<file path="src/rtl/fv_dec_scale_round.sv">
// FV decrypt scale-and-round: m = round(T*x/Q) mod T, one coefficient at a time.
// A restoring divider produces one quotient bit per cycle. Each coefficient
// goes through IDLE (accept) -> DIV (TW+1 cycles) -> OUT (hold until taken).
module fv_dec_scale_round #(
    parameter int N  = 4,
    parameter int QW = 5,
    parameter int Q  = 31,
    parameter int TW = 2,
    parameter int T  = 4
) (
    input  logic          clk,
    input  logic          s_rst_n,
    input  logic          c_vld,
    output logic          c_rdy,
    input  logic          c_last,
    input  logic [QW-1:0] c_data,
    output logic          m_vld,
    input  logic          m_rdy,
    output logic          m_last,
    output logic [TW-1:0] m_data,
    output logic          err_len
);

    localparam int NW = QW + TW + 1;             // numerator width
    localparam int SW = TW + 1;                  // quotient width / divide steps
    localparam int CW = $clog2(SW + 1);
    localparam int IW = (N > 1) ? $clog2(N) : 1;
    localparam logic [IW-1:0] LAST_IDX = IW'(N - 1);

    typedef enum logic [1:0] {IDLE, DIV, OUT} state_t;

    state_t        state, state_nxt;
    logic [QW-1:0] rem;       // partial remainder, always < Q
    logic [SW-1:0] sh;        // low numerator bits shift out, quotient bits shift in
    logic [CW-1:0] step;
    logic          last_q;
    logic [IW-1:0] idx;

    logic          acc;
    logic [QW:0]   cd_ext, cd_sub;
    logic [QW-1:0] xr;
    logic [NW-1:0] num;
    logic [QW:0]   trial, trial_sub;
    logic          q_bit;
    logic [QW-1:0] rem_nxt;
    logic [SW-1:0] qt;
    logic          div_done;

    assign acc = (state == IDLE) && c_vld && c_rdy;

    // Input reduction and rounding-biased numerator. A single conditional
    // subtract is enough because the input is below 2^QW < 2*Q.
    always_comb begin
        cd_ext = {1'b0, c_data};
        cd_sub = cd_ext - (QW+1)'(Q);
        xr     = (cd_ext >= (QW+1)'(Q)) ? cd_sub[QW-1:0] : c_data;
        num    = NW'(T) * {{(NW-QW){1'b0}}, xr} + NW'(Q / 2);
    end

    // One restoring-division step. The top QW numerator bits are already
    // below Q (num < (T+1)*Q <= 2^SW*Q), so SW steps produce the full quotient.
    always_comb begin
        trial     = {rem, sh[SW-1]};
        trial_sub = trial - (QW+1)'(Q);
        q_bit     = (trial >= (QW+1)'(Q));
        rem_nxt   = q_bit ? trial_sub[QW-1:0] : trial[QW-1:0];
        qt        = {sh[SW-2:0], q_bit};
        div_done  = (step == CW'(SW - 1));
    end

    // State register.
    always_ff @(posedge clk or negedge s_rst_n) begin
        if (!s_rst_n) state <= IDLE;
        else          state <= state_nxt;
    end

    // Next-state logic.
    always_comb begin
        state_nxt = state;
        case (state)
            IDLE:    if (acc)      state_nxt = DIV;
            DIV:     if (div_done) state_nxt = OUT;
            OUT:     if (m_rdy)    state_nxt = IDLE;
            default:               state_nxt = IDLE;
        endcase
    end

    // Datapath and handshake registers.
    always_ff @(posedge clk or negedge s_rst_n) begin
        if (!s_rst_n) begin
            c_rdy  <= 1'b0;
            m_vld  <= 1'b0;
            m_last <= 1'b0;
            m_data <= '0;
            rem    <= '0;
            sh     <= '0;
            step   <= '0;
            last_q <= 1'b0;
        end else begin
            case (state)
                IDLE: begin
                    if (acc) begin
                        rem    <= num[NW-1:SW];
                        sh     <= num[SW-1:0];
                        last_q <= c_last;
                        step   <= '0;
                        c_rdy  <= 1'b0;
                    end else begin
                        c_rdy  <= 1'b1;
                    end
                end
                DIV: begin
                    rem  <= rem_nxt;
                    sh   <= qt;
                    step <= step + 1'b1;
                    if (div_done) begin
                        m_vld  <= 1'b1;
                        m_last <= last_q;
                        // quotient equal to T is the mod-T wrap to zero
                        m_data <= (qt == SW'(T)) ? '0 : qt[TW-1:0];
                    end
                end
                OUT: begin
                    if (m_rdy) begin
                        m_vld <= 1'b0;
                        c_rdy <= 1'b1;
                    end
                end
                default: c_rdy <= 1'b0;
            endcase
        end
    end

    // Packet framing: index tracking and sticky length error.
    always_ff @(posedge clk or negedge s_rst_n) begin
        if (!s_rst_n) begin
            idx     <= '0;
            err_len <= 1'b0;
        end else if (acc) begin
            if (c_last != (idx == LAST_IDX)) err_len <= 1'b1;
            if (c_last || idx == LAST_IDX)   idx <= '0;
            else                             idx <= idx + 1'b1;
        end
    end

endmodule
</file>
<file path="config.mk">
export PLATFORM = sky130hd
export DESIGN_NAME = fv_dec_scale_round
export DESIGN_NICKNAME = d
export VERILOG_FILES = /design/src/rtl/fv_dec_scale_round.sv
export SDC_FILE = /design/constraint.sdc
export NUM_CORES = 1
export LEC_CHECK = 0
export ABC_AREA = 1
export BUFFER_PORTS_ARGS = -buffer_cell sky130_fd_sc_hd__buf_2
export CORE_MARGIN = 2
export CORE_UTILIZATION = 50
export CTS_BUF_LIST = sky130_fd_sc_hd__clkbuf_8
export DETAILED_ROUTE_END_ITERATION = 10
export GPL_ROUTABILITY_DRIVEN = 0
export GPL_TIMING_DRIVEN = 0
export PLACE_DENSITY_LB_ADDON = 0.05
export RECOVER_POWER = 100
export SETUP_SLACK_MARGIN = 0.5
export SYNTH_ARGS = -nofsm -noshare
export SYNTH_HDL_FRONTEND = slang
export SYNTH_SLANG_ARGS = --single-unit
</file>
<file path="constraint.sdc">
create_clock -name clk -period 2.7 [get_ports clk]
set_input_delay 0.135 -clock clk [delete_from_list [all_inputs] [get_ports clk]]
set_output_delay 0.135 -clock clk [all_outputs]
set_load 0.1 [all_outputs]
</file>
## Word level (Yosys, flattened, before mapping)

Index checks and enable logic that the tools add are counted.

| word-level totals | value |
|---|---|
| output and inout bits | 6 |
| flip-flop bits (word level) | 21 |
| input bits | 10 |

| cells by class | value |
|---|---|
| mux-type cells | 20 |
| $lt $le $gt $ge | 2 |
| reductions and logical operators | 13 |
| bitwise operators | 1 |
| add/sub/neg operators | 5 |
| equal/unequal tests | 9 |

Operators by type and width:

| kind | count |
|---|---|
| 5-bit two-way mux | 3 |
| 2-bit two-way mux | 6 |
| 5-bit case mux with 2 select lines | 1 |
| 2-bit AND reduction | 5 |
| 5-bit subtractor (second input constant) | 2 |
| 7-bit by 4-bit adder with 8-bit output (second input constant) | 1 |
| 2-bit equality test (second input constant) | 3 |
| 6-bit by 5-bit greater-or-equal comparator with 1-bit output (second input constant) | 1 |
| 2-bit inequality test (second input constant) | 3 |
| 2-bit case mux with 3 select lines | 1 |
| 3-bit case mux with 2 select lines | 1 |
| 3-bit AND reduction | 2 |
| 5-bit greater-or-equal comparator (second input constant) | 1 |
| 2-bit by 1-bit adder with 2-bit output (second input constant) | 2 |
| 1-bit two-way mux | 4 |
| 2-bit case mux with 2 select lines | 1 |
| 2-bit nonzero test | 2 |
| 3-bit equality test (second input constant) | 1 |
| 3-bit two-way mux | 1 |
| 1-bit case mux with 3 select lines | 1 |
| 2-bit by 1-bit equality test with 1-bit output (second input constant) | 1 |
| 1-bit logical AND | 2 |
| 2-bit logical NOT | 1 |
| 1-bit case mux with 2 select lines | 1 |
| 3 further kinds | 3 |

## Depth between registers and ports, before layout

| logic depth | value |
|---|---|
| depth after elaboration | 5 |
| mapped depth | 15 |
| depth with buffers taken out | 15 |

## Worst setup path before layout

No wires, ideal clock.

| path | value |
|---|---|
| path type | register -> register |
| start point | register c_rdy |
| end point | register rem[2] |
| library setup time | 0.114 ns |
| data required time | 2.586 ns |
| arrival time | 1.641 ns |
| slack | 0.945 ns |
| cell stages (with the launch flop) | 8 |
| cells stage by stage | dfrtp_1 -> nand3_4 -> inv_2 -> nor2_4 -> inv_2 -> or2_0 -> nand3_1 -> inv_1 |

| on the way | value |
|---|---|
| longest elaborated chain between the ends | 3 |

Ends and longest elaborated chain:

| element | line | source |
|---|---|---|
| from (decl) | 14 | `output logic c_rdy,` |
| from (signal assigned) | 91 | `c_rdy <= 1'b0;` |
| from (signal assigned) | 107 | `c_rdy <= 1'b0;` |
| from (signal assigned) | 109 | `c_rdy <= 1'b1;` |
| 1-bit logical AND | 49 | `assign acc = (state == IDLE) && c_vld && c_rdy;` |
| 2-bit inequality test (no line) | n/a |  |
| 2-bit AND reduction (no line) | n/a |  |
| to (signal assigned) | 103 | `rem <= num[NW-1:SW];` |
| to (signal assigned) | 113 | `rem <= rem_nxt;` |
| to (decl) | 33 | `logic [QW-1:0] rem;` |

No other way between the ends.
A chain may end at the register's enable or synchronous reset.

## Final worst setup path

| path | value |
|---|---|
| start point | register state[1] |
| end point | register rem[2] |

| on the way | value |
|---|---|
| longest elaborated chain between the ends | 5 |
| elaborated cells on any way between the ends | 8 |
| those cells by class | eq/ne: 2; mux: 1; reduce/logical: 5 |

Ends and longest elaborated chain:

| element | line | source |
|---|---|---|
| from (decl) | 32 | `state_t state, state_nxt;` |
| from (signal assigned) | 74 | `else state <= state_nxt;` |
| 2-bit logical NOT | 49, 100 |  |
| 1-bit logical AND (2 in series) | 49 |  |
| 2-bit inequality test (no line) | n/a |  |
| 2-bit AND reduction (no line) | n/a |  |

Parallel ways exist; a longest one is shown, timed or not.

==> flow_summary.toml <==
[outcome]
status = "completed"

[clocking]
worst_skew_pair.late_latency_ns = 0.26
tritoncts = "yes"
clk_path_buf_depth = 2
clkSlewWorstSetupHoldPaths_ns = 0.07
cts-root-buf = "clkbuf_8"
numCtsBuffers = 3
cts_sinks = 21
htreeDepth = 1

[floorplanning]
num_io_pins = 16
dieWidth_um = 54.5
num_rows = 18
start_util_pct = 52.0
dieArea_um2 = 2970
die_height_um = 54.5
core_um2 = 2450

[timing]
finalCritPeriodShare_pct = 74.9
slew_headroom_pct = 22.4
hold_viol = 0
fin_skew_ns = 0.000831
finalSetupTns_ns = 0
grt_setup_unrepaired = "no"
finalSetupViolCount = 0
fmax_ghz = 0.494
min_period_ns = 2.02
worst_pin_slew_ns = 1.17
maxSlewViolCount = 0

[hold_path]
hold_path_end = "state[1]"
min_from = "m_rdy"
min_path_cells = 3
hp-class = "input port to register"

[power]
vdd_drop_max_mv = 0.793
leakage_uw = 0.000735
power_density_nw_per_um2 = 1170

[cells_and_area]
fin_cells = 213
nNetsFinal = 200
diodes = 0
utilization_pct = 57.1
area_growth_pct = 9.80
final_common_cell = "nand2_1"
mostFrequentLayoutCells = "nand2_1, inv_1, dfrtp_1, nor2_1, o21ai_0"
drive_above_1_share_pct = 15.3

[synthesis]
yosysWarnings = 0
synth-edff-count = 0
seq_area_frac_synth_pct = 41.2
syn-num-nets = 179
ys_ff_latch = 21
ys_types = 27
synth_area_per_cell_um2 = 7.83
synth_area_um2 = 1280
synth_top_flop_cell = "dfrtp_1"
synthArstFlopShare_pct = 100
synth_cells = 163

[route]
ant_nets = 0
wl_per_cell_um = 11.5
drt_iter0_markers = 7
via_per_inst = 5.18
vias = 1103
first_pass_iters = 4
drt_wl_total_um = 2460
remaining_drc_errors = 0

[critical_path]
end_kind = "register"
cp_max_fo = 8
worstPathRequired_ns = 2.86
reg2reg_from = "state[1]"
worstPathArrival_ns = 2.18
reg2regPathDepth = 8
critPathLaunchType = "register"
crit_type = "register to register"
reg2reg_slack_ns = 0.68
reg2reg_to = "rem[2]"

[place]
dp_cells = 208
port-buffer-count = 15
place_hpwl_um = 1990

[global_routing]
grt_pass1_wl_um = 4020
grt_pass1_vias = 1018
antenna_found_initial = 0
grt_usage_pct = 19.0
grt_max_degree = 22
grt-ovfl-total = 0

[job]
drv_cap = 0
## cell families after synthesis
group	count (synthesis)	synth area share [%]
compound gates	31	14.8
simple gates	76	28.7
xor+xnor	2	1.37
buf+inv	27	8.04
fa+ha+maj	6	5.88
flops	21	41.2
## critical path, stage by stage, from the launching register on
cell     delay [ns]
dfrtp_1        0.39
nor2_1         0.08
nand3_1        0.22
inv_1          0.19
nor2_1         0.43
inv_1          0.24
or2_0          0.25
nand3_1        0.08
inv_1          0.04
## how the worst max path moves through the flow
stage | startpoint | to | slack [ns]
3_5_place_dp | c_data[1] | rem[4] | 0.96
3_3_place_gp | c_data[0] | rem[4] | 1.01
4_1_cts | sh[2] | rem[0] | 0.98
5_1_grt | state[1] | rem[2] | 0.49
6_report | state[1] | rem[2] | 0.68
2_1_floorplan | c_rdy | rem[2] | 0.94
## synthesized netlist by cell type, types with 6 or more instances
library cell  instances  share of area (%)
inv_2                 7                2.1
nand3_1               7                2.7
nand2_1              45                 13
nand2_2               6                2.9
o21ai_0               7                2.7
a21oi_1               7                2.7
ha_1                  6                5.9
o21ai_1              10                3.9
inv_1                18                5.3
dfrtp_1              21                 41
nor2_1                9                2.6
## metrics by stage
stage	setup WS, ns	instance area, um2	hold slack [ns]	total power [uW]
2_1_floorplan	0.945	1280	-0.161	1330
3_3_place_gp	1.01	1390	0.111	1500
3_5_place_dp	0.961	1390	0.112	1540
5_1_grt	0.486	1400	0.191	1790
6_report	0.677	1400	0.181	1640
4_1_cts	0.982	1440	0.171	1740
## state kept, by name, indices dropped and copies added, names as in the netlist
name,cells
err_len,1
last_q,1
step,2
m_last,1
m_vld,1
state,2
c_rdy,1
idx,2
m_data,2
sh,3
rem,5
## final cells by class
type                       count  area [um2]
multi-input combinational    115         614
timing repair buffer          16        76.3
clock inverter                 1        3.75
sequential                    21         526
tap                           30        37.5
clock buffer                   3        41.3
fill                         240        1050
inverter                      27         103
## layer usage
| layer | global-route usage (%) | vias to the layer above | share of wire [%] |
|---|---|---|---|
| met1 | 18.4 | 514 | 43 |
| met3 | 1.91 | 7 | 2.3 |
| met4 | 10.8 | 0 | 2.8 |
| met5 | 0 | - | 0 |
| met2 | 38.0 | 20 | 52 |
| li1 | - | 562 | - |
## timing repair
item	4_1_cts	5_1_grt
hold endpoints to repair	21	0
hold buffers	1	0
resized for setup	0	0
buffers inserted	0	0
setup endpoints to repair	0	0
## report_power, final
part / leakage (uW) / switching, uW / total [uW] / internal [uW]
Clock: 0.0000269 / 95.0 / 196 / 101
Sequential: 0.000249 / 101 / 562 / 461
Combinational: 0.000459 / 663 / 884 / 222
Power figures use the tool's default switching activity.
